===== config.mk =====
export PLATFORM = sky130hd
export DESIGN_NAME = spi_slave_fifo
export DESIGN_NICKNAME = d
export VERILOG_FILES = /design/src/rtl/spi_slave_fifo.sv
export SDC_FILE = /design/constraint.sdc
export NUM_CORES = 1
export LEC_CHECK = 0
export CORE_UTILIZATION = 40
export DETAILED_ROUTE_END_ITERATION = 10
export PLACE_DENSITY_LB_ADDON = 0.25
export SETUP_SLACK_MARGIN = 0.2
export SYNTH_ARGS = -nofsm -noshare
export SYNTH_HDL_FRONTEND = slang
export SYNTH_SLANG_ARGS = --single-unit

===== constraint.sdc =====
create_clock -name clk -period 3.5 [get_ports clk]
set_input_delay 0.525 -clock clk [delete_from_list [all_inputs] [get_ports clk]]
set_output_delay 0.525 -clock clk [all_outputs]
set_load 0.01 [all_outputs]

===== src/rtl/spi_slave_fifo.sv =====
// SPI slave with TX/RX FIFOs, all four SPI modes, link bring-up/reset opcodes
// and a sticky RX overflow flag. Everything runs in the clk domain.
module spi_slave_fifo #(
  parameter int FRAME_BITS  = 32,
  parameter int STATUS_BITS = 8,
  parameter int TX_DEPTH    = 4,
  parameter int RX_DEPTH    = 4,
  parameter bit CPOL        = 1'b0,
  parameter bit CPHA        = 1'b0,
  parameter logic [STATUS_BITS-1:0] INIT_OPCODE       = 8'h01,
  parameter logic [STATUS_BITS-1:0] LINK_RESET_OPCODE = 8'hFF,
  localparam int PAYLOAD_BITS = FRAME_BITS - STATUS_BITS,
  localparam int TXLW         = $clog2(TX_DEPTH) + 1,
  localparam int RXLW         = $clog2(RX_DEPTH) + 1
) (
  input  logic                    clk,
  input  logic                    reset_n,
  input  logic                    SPI_SCK,
  input  logic                    SPI_SS,
  input  logic                    SPI_MOSI,
  output logic                    SPI_MISO,
  input  logic                    tx_valid,
  output logic                    tx_ready,
  input  logic [PAYLOAD_BITS-1:0] tx_data,
  output logic                    rx_valid,
  input  logic                    rx_ready,
  output logic [FRAME_BITS-1:0]   rx_data,
  output logic                    linked,
  output logic                    rx_overflow,
  output logic [TXLW-1:0]         tx_level,
  output logic [RXLW-1:0]         rx_level
);
  localparam int CW  = $clog2(FRAME_BITS);
  localparam int TXA = $clog2(TX_DEPTH);
  localparam int RXA = $clog2(RX_DEPTH);

  typedef enum logic {S_INIT, S_ACTIVE} state_e;
  state_e state_q;

  logic [1:0] sck_s_q, ss_s_q, mosi_s_q;
  logic       sck_e_q, ss_e_q, mosi_e_q;

  logic                  in_frame_q, start_pend_q, miso_q, ovf_q;
  logic [CW-1:0]         cnt_q;
  logic [FRAME_BITS-2:0] rx_sr_q;
  logic [FRAME_BITS-1:0] tx_sr_q;
  logic [1:0]            sent_q;  // {overflow, tx word present} as sent in the current frame

  logic [PAYLOAD_BITS-1:0] tx_mem_q [TX_DEPTH];
  logic [TXA-1:0]          tx_wr_q, tx_rd_q;
  logic [TXLW-1:0]         tx_cnt_q;
  logic [FRAME_BITS-1:0]   rx_mem_q [RX_DEPTH];
  logic [RXA-1:0]          rx_wr_q, rx_rd_q;
  logic [RXLW-1:0]         rx_cnt_q;

  // SS sync resets low so a reset released mid-frame does not fake a falling edge
  always_ff @(posedge clk or negedge reset_n) begin
    if (!reset_n) begin
      sck_s_q  <= {2{CPOL}};
      sck_e_q  <= CPOL;
      ss_s_q   <= 2'b00;
      ss_e_q   <= 1'b0;
      mosi_s_q <= 2'b00;
      mosi_e_q <= 1'b0;
    end else begin
      sck_s_q  <= {sck_s_q[0], SPI_SCK};
      sck_e_q  <= sck_s_q[1];
      ss_s_q   <= {ss_s_q[0], SPI_SS};
      ss_e_q   <= ss_s_q[1];
      mosi_s_q <= {mosi_s_q[0], SPI_MOSI};
      mosi_e_q <= mosi_s_q[1];
    end
  end

  logic sck_rise, sck_fall, lead_e, trail_e, sample_e, shift_e, ss_fall, ss_rise;
  assign sck_rise = sck_s_q[1] & ~sck_e_q;
  assign sck_fall = ~sck_s_q[1] & sck_e_q;
  assign lead_e   = CPOL ? sck_fall : sck_rise;
  assign trail_e  = CPOL ? sck_rise : sck_fall;
  assign sample_e = CPHA ? trail_e : lead_e;
  assign shift_e  = CPHA ? lead_e : trail_e;
  assign ss_fall  = ~ss_s_q[1] & ss_e_q;
  assign ss_rise  = ss_s_q[1] & ~ss_e_q;

  logic                   act, is_lr, cmpl, start, rx_full;
  logic                   tx_push, tx_pop, tx_flush, rx_push, rx_pop, rx_drop;
  logic [FRAME_BITS-1:0]  frame_w, word_w;
  logic [STATUS_BITS-1:0] opc;
  logic [3:0]             stat_w;

  assign act     = (state_q == S_ACTIVE);
  assign frame_w = {mosi_e_q, rx_sr_q};
  assign opc     = frame_w[STATUS_BITS-1:0];
  assign is_lr   = (opc == LINK_RESET_OPCODE);
  assign cmpl    = in_frame_q & sample_e & ~ss_rise & (cnt_q == CW'(FRAME_BITS - 1));
  // Back-to-back frames start one clk after completion so the status sees the updated state
  assign start   = ss_fall | (start_pend_q & in_frame_q & ~ss_rise);
  assign rx_full = (rx_cnt_q == RXLW'(RX_DEPTH));
  assign stat_w  = {ovf_q, act & (tx_cnt_q != '0), ~rx_full, act};

  always_comb begin
    word_w      = '0;
    word_w[3:0] = stat_w;
    if (stat_w[2]) word_w[FRAME_BITS-1:STATUS_BITS] = tx_mem_q[tx_rd_q];
  end

  assign tx_ready = (tx_cnt_q != TXLW'(TX_DEPTH));
  assign tx_push  = tx_valid & tx_ready;
  assign tx_pop   = cmpl & act & sent_q[0];
  assign tx_flush = cmpl & act & is_lr;
  assign rx_valid = (rx_cnt_q != '0);
  assign rx_pop   = rx_valid & rx_ready;
  assign rx_push  = cmpl & act & ~is_lr & (~rx_full | rx_pop);
  assign rx_drop  = cmpl & act & ~is_lr & rx_full & ~rx_pop;

  always_ff @(posedge clk or negedge reset_n) begin
    if (!reset_n) begin
      in_frame_q   <= 1'b0;
      cnt_q        <= '0;
      rx_sr_q      <= '0;
      tx_sr_q      <= '0;
      sent_q       <= '0;
      start_pend_q <= 1'b0;
      miso_q       <= 1'b0;
    end else begin
      start_pend_q <= cmpl;
      if (ss_fall) begin
        in_frame_q <= 1'b1;
        cnt_q      <= '0;
      end else if (ss_rise) begin
        in_frame_q <= 1'b0;
        cnt_q      <= '0;
      end else if (in_frame_q && sample_e) begin
        rx_sr_q <= frame_w[FRAME_BITS-1:1];
        cnt_q   <= cmpl ? '0 : cnt_q + CW'(1);
      end
      if (ss_rise) begin
        miso_q <= 1'b0;
      end else if (start) begin
        sent_q <= stat_w[3:2];
        if (!CPHA && ss_fall) begin
          miso_q  <= word_w[0];
          tx_sr_q <= word_w >> 1;
        end else begin
          tx_sr_q <= word_w;
        end
      end else if (in_frame_q && shift_e) begin
        miso_q  <= tx_sr_q[0];
        tx_sr_q <= tx_sr_q >> 1;
      end
    end
  end

  always_ff @(posedge clk or negedge reset_n) begin
    if (!reset_n) begin
      state_q <= S_INIT;
      ovf_q   <= 1'b0;
    end else begin
      if (cmpl) begin
        unique case (state_q)
          S_INIT:   if (opc == INIT_OPCODE) state_q <= S_ACTIVE;
          S_ACTIVE: if (is_lr) state_q <= S_INIT;
          default:  state_q <= S_INIT;
        endcase
      end
      // A fresh drop beats the clear from a frame that reported the flag
      if (rx_drop)                ovf_q <= 1'b1;
      else if (cmpl && sent_q[1]) ovf_q <= 1'b0;
    end
  end

  always_ff @(posedge clk) begin
    if (tx_push) tx_mem_q[tx_wr_q] <= tx_data;
    if (rx_push) rx_mem_q[rx_wr_q] <= frame_w;
  end

  always_ff @(posedge clk or negedge reset_n) begin
    if (!reset_n) begin
      tx_wr_q  <= '0;
      tx_rd_q  <= '0;
      tx_cnt_q <= '0;
    end else begin
      if (tx_push) tx_wr_q <= tx_wr_q + TXA'(1);
      if (tx_flush) begin
        tx_rd_q  <= tx_wr_q;
        tx_cnt_q <= TXLW'(tx_push);
      end else begin
        if (tx_pop) tx_rd_q <= tx_rd_q + TXA'(1);
        tx_cnt_q <= tx_cnt_q + TXLW'(tx_push) - TXLW'(tx_pop);
      end
    end
  end

  always_ff @(posedge clk or negedge reset_n) begin
    if (!reset_n) begin
      rx_wr_q  <= '0;
      rx_rd_q  <= '0;
      rx_cnt_q <= '0;
    end else begin
      if (rx_push) rx_wr_q <= rx_wr_q + RXA'(1);
      if (rx_pop)  rx_rd_q <= rx_rd_q + RXA'(1);
      rx_cnt_q <= rx_cnt_q + RXLW'(rx_push) - RXLW'(rx_pop);
    end
  end

  assign SPI_MISO    = miso_q;
  assign rx_data     = rx_valid ? rx_mem_q[rx_rd_q] : '0;
  assign linked      = act;
  assign rx_overflow = ovf_q;
  assign tx_level    = tx_cnt_q;
  assign rx_level    = rx_cnt_q;
endmodule


==> summary.md <==
| Metric | Value |
|---|---|
| Pre-CTS setup slack | 0.712 ns |
| Mapped Area | 12900 um^2 |
| Post-CTS Hold Buffers | 0 |
| Syn-to-layout area delta | 18.2% |
| Clock Sinks | 322 |
| Post-CTS resize count | 0 |
| CP Launch Point | rx_rd_q[0] |
| Buf/Inv on CP | 2 |
| Syn Inst Count | 722 |
| Initial antenna violation count | 0 |
| Residual DRC count | 0 |
| Ys flop type | edfxtp_1 |
| Root Driver | clkbuf_16 |
| Combinational Power Share | 0.167 |
| Top delay family on crit path | buffers and inverters |
| Leak Pwr | 5.54 nW |
| Seq pwr share | 0.474 |
| Total core area | 31600 um^2 |
| Switching part of the total power | 0.241 |
| Die H | 181 um |
| F_max | 334 MHz |
| Commonest cells after routing, fill and taps aside | edfxtp_1 (224), dfrtp_1 (97), clkdlybuf4s50_1 (72) |
| Worst Path Arrival | 2.47 ns |
| Slew Limit Headroom | 0.404 |
| Pin count of the biggest net entering global routing | 65 |
| Drt pass-1 iters | 5 |
| Layout cells sized above 1 | 0.197 |
| Clock buffer depth | 3 |
| Crit path to | rx_data[28] |
| Clock skew | 0.0198 ns |
| EDFF count, synth | 224 |
| VDD IR-drop max | 0.445 mV |
| P_int | 7.55 mW |
| Sw power | 2.40 mW |
| Status | complete, no violations |
| Vias per cell | 5.15 |
| Critical path cell sequence | buf_4 > mux4_2 > and2_1 > clkdlybuf4s50_1 |
| DPL Wire Length | 13.3 mm |
| Final setup viols | 0 |
| Clock share of power | 0.359 |
| Power per cell area | 654 nW/um^2 |
| Post-CTS Setup Bufs | 0 |
| Slowest CP cell | mux4_2 |
| Grt total ovfl | 0 |
| Routability Congestion | 0.700 |
| Worst r2r src | cnt_q[0] |
| Synth unique cells | 49 |
| Crit path kind | reg2out |
| Commonest non-fill, non-tap cell in the layout | edfxtp_1 |
| RSZ-0062 raised after global routing | no |
| DR WL/cell | 17.7 um |
| 1st-iter DRT viols | 398 |
| Mapped Nets | 770 |
| Largest cells by area after synthesis | edfxtp_1 (52%), dfrtp_1 (19%), mux4_2 (8.8%) |
| Min Tclk post-route | 3.00 ns |
| # rows | 65 |
| Reg-to-reg endpoint | tx_level[2] |
| First-pass GRT wire length | 36.3 mm |
| Fillers | 2666 |
| Layout net count | 866 |
| Nature of the critical path endpoint | primary output |
| Syn Area/Cell | 17.8 um^2 |
| Yosys Warn Count | 0 |
| Flop-to-flop setup slack | 0.71 ns |
| Setup WS post-layout | 0.502 ns |
| Max FO, Critical Path | 9 |
| WP depth | 4 |
| CTS buffer count | 34 |
| Vias | 6407 |
| Clk_lat worst skew | 0.50 ns |
| Slew @ Worst Pin | 0.895 ns |
| GRT Util Overall | 0.141 |
| CP Launch Type | flip-flop |
| Antenna viol nets, final | 0 |
| Required time worst endpoint | 2.97 ns |
| Initial core utilization | 0.407 |
| Worst hold path type | in2async |
| Final Power | 9.95 mW |
| Worst path max stage delay | 0.56 ns |
| Die Span X | 181 um |
| Die ar. | 32900 um^2 |
| ANT cells | 0 |
| Max Cap Viol | 0 |
| Asr flop ratio synth | 0.304 |
| Vias in the first global route | 6607 |
| Final WL | 22.0 mm |
| Final Max Tran Viols | 0 |
| Path depth of the worst reg2reg path | 13 |
| Clk slew on worst S/H paths | 0.06 ns |
| Area share of the largest cell type after synthesis | 0.523 |
| Tcrit/Tclk final | 0.857 |
| Cell taking the most area after synthesis | edfxtp_1 |
| TritonCTS clock tree | yes |
| Setup TNS | 0 ns |
| IO Port Bufs | 73 |
| Final hold viol count | 0 |
| Max H-tree Level | 2 |
| Synth Register Bits | 322 |
| I/O pin cnt | 74 |
| Register area share after synthesis | 0.713 |
-- area by class of cell --
| class | instances | area (um^2) | area share |
|---|---|---|---|
| repair buffers | 98 | 941 | 0.0619 |
| clock buffers | 51 | 966 | 0.0635 |
| clock inverters | 10 | 151 | 0.00996 |
| flip-flops and latches | 322 | 9180 | 0.604 |
| well taps | 402 | 503 | 0.0331 |
| inverters | 13 | 48.8 | 0.00321 |
| multi-input cells | 349 | 3420 | 0.225 |
-- metrics by stage --
stage	hold WS (ns)	cell area, um^2	utilization	cells
2_1_floorplan	0.229	12900	-	722
3_3_place_gp	0.340	14100	0.445	1184
3_5_place_dp	0.337	14100	0.445	1184
4_1_cts	0.126	15200	0.481	1245
5_1_grt	0.156	15200	0.481	1245
6_report	0.104	15200	0.481	1245
-- kinds of logic after synthesis --
| family | share of synthesized area |
|---|---|
| DFF | 0.713 |
| and+or+nand+nor | 0.0606 |
| muxes | 0.135 |
| AOI/OAI and AO/OA | 0.0449 |
| buffers and inverters | 0.0215 |
| adders and majority gates | 0.0177 |
| xor gates and xnor gates | 0.00681 |
-- power by group through the flow --
stage	logic [mW]	registers, mW	clock network [mW]
5_1_grt	1.85	4.77	3.81
3_3_place_gp	1.70	4.79	0
3_5_place_dp	1.72	4.80	0
6_report	1.66	4.72	3.57
2_1_floorplan	1.02	4.72	0
4_1_cts	1.72	4.73	3.67
-- registers in the layout, indices dropped and copies added (netlist names), 2 cells and up --
name      flops
tx_rd_q       2
rx_wr_q       2
sent_q        2
rx_sr_q      31
rx_rd_q       2
cnt_q         5
mosi_s_q      2
tx_sr_q      32
rx_mem_q    128
tx_mem_q     96
ss_s_q        2
tx_level      3
rx_level      3
sck_s_q       2
tx_wr_q       2
-- metal layers --
metal,part of all wire,up-vias,global-route usage
met3,0.030,42,0.0232
met1,0.46,3246,0.193
li1,-,3007,-
met2,0.49,112,0.232
met4,0.022,0,0.0397
met5,0,-,0
-- Yosys cell counts (4+ instances only) --
library cell / n
nand2_1: 46
dfrtp_1: 98
buf_6: 4
and3_1: 8
a221oi_1: 23
mux4_2: 50
and2_1: 40
mux4_1: 6
ha_1: 15
nor2_1: 33
clkbuf_1: 14
mux2i_1: 4
o21ai_0: 11
inv_1: 13
o31ai_1: 22
xnor2_1: 8
mux2_2: 37
buf_2: 18
edfxtp_1: 224
-- worst min path at each step --
stage	startpoint	to	slack, ns	cells after the start
after floorplan	reset_n	SPI_MISO	0.23	0
after global placement	sck_s_q[0]	sck_s_q[1]	0.34	0
after detailed placement	mosi_s_q[0]	mosi_s_q[1]	0.34	0
after CTS	reset_n	rx_sr_q[8]	0.13	1
after global routing	reset_n	rx_sr_q[8]	0.16	1
final	reset_n	rx_sr_q[8]	0.10	1
Note: power is estimated with default switching activity, not from simulation.
